File: config.mk
export PLATFORM = sky130hd
export DESIGN_NAME = axi_read_arbiter
export DESIGN_NICKNAME = d
export VERILOG_FILES = /design/src/rtl/axi_read_arbiter.sv
export SDC_FILE = /design/constraint.sdc
export NUM_CORES = 1
export LEC_CHECK = 0
export BUFFER_PORTS_ARGS = -buffer_cell sky130_fd_sc_hd__buf_2
export CORE_AREA = 2 2 107 109
export CTS_CLUSTER_SIZE = 28
export DETAILED_ROUTE_END_ITERATION = 16
export DIE_AREA = 0 0 109 111
export SYNTH_ARGS = -nofsm -noshare
export SYNTH_HDL_FRONTEND = slang
export SYNTH_SLANG_ARGS = --single-unit
export TNS_END_PERCENT = 30
File: constraint.sdc
create_clock -name clk -period 3.5 [get_ports clk]
set_input_delay 0.35 -clock clk [delete_from_list [all_inputs] [get_ports clk]]
set_output_delay 0.35 -clock clk [all_outputs]
set_load 0.1 [all_outputs]
File: src/rtl/axi_read_arbiter.sv
// axi_read_arbiter: round-robin arbiter that shares the io_master AR/R read
// channels between the icache refill path (s0) and the LSU load path (s1).
// A grant lasts one whole transaction, from the AR handshake to the rlast beat.
// Optional feature macro: AXI_RD_ARB_TIMEOUT_EN adds an R-phase watchdog that
// returns a synthesized SLVERR beat to the owner when io_master stops responding.
module axi_read_arbiter #(
    parameter int AW      = 32,
    parameter int DW      = 32,
    parameter int TIMEOUT = 255,
    parameter int TO_W    = 8
) (
    input  logic          clk,
    input  logic          rst,
    // requester 0: icache refill
    input  logic          s0_arvalid,
    output logic          s0_arready,
    input  logic [AW-1:0] s0_araddr,
    input  logic [3:0]    s0_arid,
    input  logic [7:0]    s0_arlen,
    input  logic [2:0]    s0_arsize,
    input  logic [1:0]    s0_arburst,
    output logic          s0_rvalid,
    input  logic          s0_rready,
    output logic [DW-1:0] s0_rdata,
    output logic [1:0]    s0_rresp,
    output logic [3:0]    s0_rid,
    output logic          s0_rlast,
    // requester 1: LSU loads
    input  logic          s1_arvalid,
    output logic          s1_arready,
    input  logic [AW-1:0] s1_araddr,
    input  logic [3:0]    s1_arid,
    input  logic [7:0]    s1_arlen,
    input  logic [2:0]    s1_arsize,
    input  logic [1:0]    s1_arburst,
    output logic          s1_rvalid,
    input  logic          s1_rready,
    output logic [DW-1:0] s1_rdata,
    output logic [1:0]    s1_rresp,
    output logic [3:0]    s1_rid,
    output logic          s1_rlast,
    // io_master read port
    output logic          m_arvalid,
    input  logic          m_arready,
    output logic [AW-1:0] m_araddr,
    output logic [3:0]    m_arid,
    output logic [7:0]    m_arlen,
    output logic [2:0]    m_arsize,
    output logic [1:0]    m_arburst,
    input  logic          m_rvalid,
    output logic          m_rready,
    input  logic [DW-1:0] m_rdata,
    input  logic [1:0]    m_rresp,
    input  logic [3:0]    m_rid,
    input  logic          m_rlast
);

`ifdef AXI_RD_ARB_TIMEOUT_EN
    typedef enum logic [1:0] {ST_IDLE, ST_AR, ST_RWAIT, ST_ERR} state_t;
`else
    typedef enum logic [1:0] {ST_IDLE, ST_AR, ST_RWAIT} state_t;
`endif

    state_t r_state, w_state_next;
    logic   r_owner, w_owner_next;
    logic   r_last_grant, w_last_grant_next;
    logic   w_winner;
    logic   w_own_arvalid;
    logic   w_own_rready;
    logic   w_to_hit;

    // On a tie the requester that did not win last time gets the port.
    assign w_winner      = (s0_arvalid && s1_arvalid) ? ~r_last_grant : s1_arvalid;
    assign w_own_arvalid = r_owner ? s1_arvalid : s0_arvalid;
    assign w_own_rready  = r_owner ? s1_rready  : s0_rready;

`ifdef AXI_RD_ARB_TIMEOUT_EN
    logic [TO_W-1:0] r_wdog, w_wdog_next;
    logic [3:0]      r_err_id, w_err_id_next;

    assign w_to_hit = (r_state == ST_RWAIT) && (r_wdog == TO_W'(TIMEOUT));

    // Watchdog: cleared when the address is accepted and on every R beat.
    always_comb begin
        w_wdog_next   = r_wdog;
        w_err_id_next = r_err_id;
        if (r_state == ST_AR) begin
            w_wdog_next = '0;
            if (w_own_arvalid && m_arready)
                w_err_id_next = r_owner ? s1_arid : s0_arid;
        end else if (r_state == ST_RWAIT) begin
            if (m_rvalid && m_rready) w_wdog_next = '0;
            else                      w_wdog_next = r_wdog + 1'b1;
        end
    end

    // Watchdog and error-id registers.
    always_ff @(posedge clk or posedge rst) begin
        if (rst) begin
            r_wdog   <= '0;
            r_err_id <= '0;
        end else begin
            r_wdog   <= w_wdog_next;
            r_err_id <= w_err_id_next;
        end
    end
`else
    assign w_to_hit = 1'b0;
`endif

    // Next-state logic and channel routing toward the current owner.
    always_comb begin
        w_state_next      = r_state;
        w_owner_next      = r_owner;
        w_last_grant_next = r_last_grant;
        s0_arready = 1'b0;  s1_arready = 1'b0;
        s0_rvalid  = 1'b0;  s1_rvalid  = 1'b0;
        s0_rdata   = '0;    s1_rdata   = '0;
        s0_rresp   = '0;    s1_rresp   = '0;
        s0_rid     = '0;    s1_rid     = '0;
        s0_rlast   = 1'b0;  s1_rlast   = 1'b0;
        m_arvalid  = 1'b0;
        m_araddr   = '0;
        m_arid     = '0;
        m_arlen    = '0;
        m_arsize   = '0;
        m_arburst  = '0;
        m_rready   = 1'b0;
        case (r_state)
            ST_IDLE: begin
                if (s0_arvalid || s1_arvalid) begin
                    w_owner_next      = w_winner;
                    w_last_grant_next = w_winner;
                    w_state_next      = ST_AR;
                end
            end
            ST_AR: begin
                m_arvalid = w_own_arvalid;
                if (r_owner) begin
                    m_araddr   = s1_araddr;
                    m_arid     = s1_arid;
                    m_arlen    = s1_arlen;
                    m_arsize   = s1_arsize;
                    m_arburst  = s1_arburst;
                    s1_arready = m_arready;
                end else begin
                    m_araddr   = s0_araddr;
                    m_arid     = s0_arid;
                    m_arlen    = s0_arlen;
                    m_arsize   = s0_arsize;
                    m_arburst  = s0_arburst;
                    s0_arready = m_arready;
                end
                if (w_own_arvalid && m_arready) w_state_next = ST_RWAIT;
            end
            ST_RWAIT: begin
                if (w_to_hit) begin
`ifdef AXI_RD_ARB_TIMEOUT_EN
                    w_state_next = ST_ERR;
`endif
                end else begin
                    m_rready = w_own_rready;
                    if (r_owner) begin
                        s1_rvalid = m_rvalid;
                        s1_rdata  = m_rdata;
                        s1_rresp  = m_rresp;
                        s1_rid    = m_rid;
                        s1_rlast  = m_rlast;
                    end else begin
                        s0_rvalid = m_rvalid;
                        s0_rdata  = m_rdata;
                        s0_rresp  = m_rresp;
                        s0_rid    = m_rid;
                        s0_rlast  = m_rlast;
                    end
                    // Only rlast ends the transaction; arlen is never counted.
                    if (m_rvalid && w_own_rready && m_rlast) w_state_next = ST_IDLE;
                end
            end
`ifdef AXI_RD_ARB_TIMEOUT_EN
            ST_ERR: begin
                if (r_owner) begin
                    s1_rvalid = 1'b1;
                    s1_rresp  = 2'b10;
                    s1_rid    = r_err_id;
                    s1_rlast  = 1'b1;
                end else begin
                    s0_rvalid = 1'b1;
                    s0_rresp  = 2'b10;
                    s0_rid    = r_err_id;
                    s0_rlast  = 1'b1;
                end
                if (w_own_rready) w_state_next = ST_IDLE;
            end
`endif
            default: w_state_next = ST_IDLE;
        endcase
    end

    // State, owner and round-robin pointer registers.
    always_ff @(posedge clk or posedge rst) begin
        if (rst) begin
            r_state      <= ST_IDLE;
            r_owner      <= 1'b0;
            r_last_grant <= 1'b1;
        end else begin
            r_state      <= w_state_next;
            r_owner      <= w_owner_next;
            r_last_grant <= w_last_grant_next;
        end
    end

endmodule
==> results of run 1 <==
synthesized netlist by cell type, types with 2 or more instances:
cell      instances  area [um2]
clkbuf_2          8        40.0
nor2b_1           2        12.5
inv_1             3        11.3
nor3_1            2        10.0
buf_2            11        55.1
dfrtp_1           3        75.1
and2_1           80         500
nor2_1           52         195
mux2i_1          49         490
nand2_1           2        7.51
mux2_4            2        30.0
per-layer routing:
layer  vias up  track usage  part of all wire
met5         -            0                 0
met4         0       0.0231            0.0083
met3         4      0.00941             0.095
met2       160        0.217              0.53
met1      1008       0.0970              0.37
li1       1258            -                 -
path summary, 6_finish.rpt:
path	endpoint	slack (ns)
worst max-delay path	m_arlen[4]	1.19
worst min-delay path	r_state[1]$_DFFE_PP0P_	0.01
worst max register to register	r_state[1]$_DFFE_PP0P_	1.93
worst min register to register	r_last_grant$_DFFE_PP1P_	0.52
max in group asynchronous	r_last_grant$_DFFE_PP1P_	3.26
min in group clk	r_last_grant$_DFFE_PP1P_	0.34
state kept, by name, summed over array words and instances (netlist names):
signal        flops
r_owner           1
r_state           2
r_last_grant      1
cell families (layout without fill, tap and decap cells):
| kind of cell | after synthesis | in the layout |
|---|---|---|
| AND/OR/NAND/NOR | 143 | 143 |
| flip-flops | 4 | 4 |
| buffers and inverters | 23 | 289 |
| multiplexers | 51 | 51 |
| AO/OA/AOI/OAI | 5 | 5 |
layout make-up:
class	instances	share of cell area
flip-flops and latches	4	0.0328
clock buffers	4	0.0252
inverters	3	0.00360
repair buffers	282	0.456
well taps	143	0.0573
multi-input cells	199	0.425
per-stage QoR:
step / hold WS (ns) / cell area (um2) / cells
after global routing: 0.0316 / 3120 / 635
final: 0.0108 / 3120 / 635
after detailed placement: 0.253 / 3050 / 631
after CTS: 0.0207 / 3120 / 635
after global placement: 0.254 / 3050 / 631
after floorplan: 0.115 / 1540 / 226
worst max-delay path: stages (launching register included):
cell and delay (ns):
dfrtp_1 0.43, nand2b_2 0.38, buf_4 0.34, nor2_1 0.15, buf_2 0.43
cell usage in the layout (no fill, tap or decap):
| master | netlist | routed |
|---|---|---|
| nand2b_4 | 1 | 1 |
| buf_4 | 0 | 5 |
| nand3_1 | 1 | 1 |
| nor3_1 | 2 | 2 |
| and3_1 | 1 | 1 |
| nor2_2 | 0 | 2 |
| clkbuf_16 | 0 | 3 |
| dfstp_2 | 1 | 1 |
| o22ai_1 | 1 | 1 |
| a311oi_1 | 1 | 1 |
| nand2b_2 | 0 | 1 |
| a31oi_1 | 1 | 1 |
| dfrtp_2 | 0 | 1 |
| a32o_1 | 1 | 1 |
| buf_2 | 11 | 277 |
| nor2b_1 | 2 | 2 |
| clkbuf_1 | 0 | 1 |
| nor3b_1 | 1 | 1 |
| mux2i_1 | 49 | 49 |
| and2_1 | 80 | 80 |
| a21oi_1 | 1 | 1 |
| mux2_4 | 2 | 2 |
| inv_1 | 3 | 3 |
| nand2_1 | 2 | 2 |
| nor2_1 | 52 | 50 |
| dfrtp_1 | 3 | 2 |
==> flow_summary.toml, run 1 <==
[cells_and_area]
antenna_cells = 0
multi_input_area_um2 = 1330
fillCellCount = 1240
num-nets-final = 638
area_delta_synth_final_pct = 103
layout-drive-gt1-share = 0.596
seq_area_um2 = 103
finish.utilization = 0.282

[grt]
grt_pass1_wl_mm = 9.73
grt_pass1_vias = 2139
antenna_found_initial = 0
grt-ovfl-total = 0
grtUsageTotal = 0.101
grt_max_degree = 41

[synthesis]
avgSynthCellArea_um2 = 6.82
synth.distinct_cells = 23
syn_nets = 371
async_reset_ff_frac = 1.00
synth_compound_area_frac = 0.0236
synth-simple-area-share = 0.496
synthesis.instances = 226
synth_edf_count = 0
ys_seq_area_frac = 0.0658
synth_top_family_by_area = "simple AND/OR/NAND/NOR gates"
synth_mux_area_frac = 0.338
syn_area_um2 = 1540
synth_adder_area_share = 0
ys_ff_latch = 4
ys.flop_type = "dfrtp_1"
synthXorXnorAreaFrac = 0
yosysWarnings = 0

[cts]
clockBufferDepth = 2
htree_levels = 1
numClockSinks = 4
ctsHoldBuffers = 0
path_clk_slew_ns = 0.03
clk_latency_ns = 0.23
cts_tree = "done"
cts_setup_buffers = 0
cts_buffers = 3
cts-root-buf = "clkbuf_16"
ctsResizeCount = 0

[sta]
finalCriticalPeriod_ns = 2.31
fin_skew_ns = 0.000621
max_slew.worst_pin.slew_ns = 0.503
tns_ns = 0
hold_violations = 0
max_freq_ghz = 0.433
fin_crit_sh = 0.660
relSlewSlack = 0.667
setup_viol_count_final = 0
rsz0062_at_grt = "no"
fin_ws_ns = 1.19
maxSlewViolCount = 0

[run_status]
outcome = "completed"

[routing]
avgViaCountPerCell = 3.83
totalWireLength_mm = 6.97
ant_nets = 0
drc = 0
drt-pass1-iter-count = 4
drtIter0Drc = 67
routedWlPerCell_um = 11.0
vias = 2430

[die]
die_w_um = 109
core_region_area_um2 = 11100
num_rows = 39
floorplan.die_area_um2 = 12100
initial_core_util = 0.139
ios = 278
die_h_um = 111

[critical_path]
r2r-start = "r_owner$_DFFE_PP0P_"
r2r_cells = 4
crit_type = "flip-flop to output port"
path_max_fanout = 36
worst_ep_arrival_time_ns = 1.96
crit_start = "r_state[1]$_DFFE_PP0P_"
required_ns = 3.15
cp-start-kind = "flip-flop"
end_kind = "output port"

[min_path]
hold_path_class = "input pin to asynchronous set/reset pin"

[job]
drv_cap = 0

[place]
io_buffers = 277
pre_cts_ws_ns = 1.41
gp_congestion = 0.755
dp_hpwl_mm = 5.87
Power of run 1 is not shown: default switching activity piles up to over one toggle a cycle in this logic, so the estimate is an artifact.
==> run 2, diff against run 1 <==
ABC_AREA = 1   (was default)
CORE_AREA = 2 2 108 110   (was 2 2 107 109)
DIE_AREA = 0 0 110 112   (was 0 0 109 111)
clock period = 2.2 ns   (was 3.5 ns; I/O delays follow)
==> flow_summary.toml, run 2 <==
[run_status]
outcome = "completed"

[synthesis]
ys_ff_latch = 4
synthXorXnorAreaFrac = 0
yosysMostFrequentCell = "nand2_1"
synthTopCellsByCount = "nand2_1 (116), nor2_1 (81), a21oi_1 (49)"
synth_edf_count = 0
synthTopCellsByArea = "nand2_1 (27%), nor2_1 (19%), a21oi_1 (15%)"
ys.flop_type = "dfrtp_1"
synth_top_area_share = 0.273
synth_top_family_by_area = "simple AND/OR/NAND/NOR gates"
syn_nets = 480
async_reset_ff_frac = 1.00
avgSynthCellArea_um2 = 4.75
yosys.area.top_type = "nand2_1"
synthesis.instances = 335
ys_seq_area_frac = 0.0636
synth_compound_area_frac = 0.157
yosysWarnings = 0
syn_area_um2 = 1590
synth_adder_area_share = 0
synth-simple-area-share = 0.514
synth_mux_area_frac = 0
synth.distinct_cells = 19

[routing]
drc = 0
avgViaCountPerCell = 3.90
drtIter0Drc = 112
routedWlPerCell_um = 11.8
drt-pass1-iter-count = 4
totalWireLength_mm = 8.71
ant_nets = 0
vias = 2887

[critical_path]
path_max_fanout = 49
slowest_stage = "dfrtp_2"
cp-start-kind = "flip-flop"
end_kind = "output port"
crit_type = "flip-flop to output port"
critPathMaxStageDelay_ns = 0.45
crit_chain = "buf_4, nand2_1, a21oi_1, buf_12"
required_ns = 1.98
worst_ep_arrival_time_ns = 1.83

[sta]
finalCriticalPeriod_ns = 2.05
max_slew.worst_pin.slew_ns = 0.501
maxSlewViolCount = 0
max_freq_ghz = 0.488
fin_ws_ns = 0.152
rsz0062_at_grt = "no"
fin_crit_sh = 0.931
fin_skew_ns = 0.00371
tns_ns = 0
setup_viol_count_final = 0
relSlewSlack = 0.666
hold_violations = 0

[cells_and_area]
finish.utilization = 0.401
layout_common_cells = "buf_2 (184), nand2_1 (116), buf_12 (95), nor2_1 (81), a21oi_1 (49)"
layout-drive-gt1-share = 0.494
area_delta_synth_final_pct = 181
largest_reg_flops = 2
top_register = "r_state"
stdcell_count = 741
fillCellCount = 1182
layout_commonest_cell = "buf_2"
reg_top3 = "r_state: 2 flops, r_last_grant: 1 flops, r_owner: 1 flops"
num-nets-final = 743

[place]
io_buffers = 277
gp_congestion = 0.802
dp_cells = 735
dp_hpwl_mm = 7.34
pre_cts_ws_ns = 0.372

[cts]
clockBufferDepth = 2
cts_tree = "done"
cts-root-buf = "clkbuf_16"
cts_buffers = 3
cts_setup_buffers = 0
htree_levels = 1
numClockSinks = 4
path_clk_slew_ns = 0.03
clk_latency_ns = 0.23

[die]
initial_core_util = 0.143
ios = 278
die_w_um = 110
die_h_um = 112
floorplan.die_area_um2 = 12300
core_region_area_um2 = 11200
num_rows = 39

[grt]
grt_max_degree = 50
grt_pass1_vias = 2688
grt_pass1_wl_mm = 12.8
grt-ovfl-total = 0
grtUsageTotal = 0.129
antenna_found_initial = 1

[min_path]
hold_path_class = "input pin to flip-flop"

[job]
drv_cap = 0
run 2: changes by cell type in the layout (fill, tap and decap cells not counted), moves of 31 or more:
cell,delta
buf_2,-93
a21oi_1,+48
nor2_1,+31
and2_1,-79
inv_1,+45
nand2_1,+114
mux2i_1,-49
buf_12,+95
run 2: cell type report:
class,count,area [um2],area share
sequential,4,103,0.0229
inverter,49,186,0.0417
multi-input combinational,258,1080,0.241
clock buffer,4,78.8,0.0176
antenna,1,2.50,0.000559
timing repair buffer,282,2850,0.636
tap,143,179,0.0400
run 2: what timing repair did:
item / CTS / global route
resized for setup: 0 / 0
hold buffers: 1 / 0
hold endpoints to repair: 3 / 0
run 2: path summary, 6_finish.rpt:
path	depth (start not counted)	slack [ns]	startpoint	to
worst max register to register	6	0.79	r_owner$_DFFE_PP0P_	r_state[1]$_DFFE_PP0P_
worst min register to register	2	0.46	r_last_grant$_DFFE_PP1P_	r_last_grant$_DFFE_PP1P_
max in group asynchronous	3	1.54	rst	r_last_grant$_DFFE_PP1P_
worst min-delay path	3	0.27	s1_arvalid	r_last_grant$_DFFE_PP1P_
worst max-delay path	4	0.15	r_owner$_DFFE_PP0P_	m_araddr[10]
min in group asynchronous	3	0.43	rst	r_state[0]$_DFFE_PP0P_
run 2: cell families (layout without fill, tap and decap cells):
| family | after synthesis | count (layout) |
|---|---|---|
| AND/OR/NAND/NOR | 208 | 208 |
| buffers and inverters | 73 | 335 |
| AO/OA/AOI/OAI | 50 | 50 |
| flip-flops | 4 | 4 |
| other | 0 | 1 |
run 2: metrics by stage:
step | hold WS, ns | cell area (um2)
after floorplan | -0.0146 | 1600
after global placement | 0.103 | 4380
after detailed placement | 0.110 | 4380
after CTS | 0.275 | 4470
after global routing | 0.284 | 4470
final | 0.271 | 4480
run 2: layer usage:
metal / share of wire / wire length, um / GRT usage
met1: 0.38 / 3270 / 0.143
met2: 0.51 / 4480 / 0.244
met3: 0.094 / 815 / 0.0281
met4: 0.016 / 142 / 0.0321
met5: 0 / 0 / 0
run 2: worst max-delay path, delay by kind of cell (launching register included):
family / cells / cell delay, ns
simple gates: 1 / 0.11
buf+inv: 2 / 0.67
flops: 1 / 0.45
compound gates: 1 / 0.34
Power of run 2 is left out for the same reason.
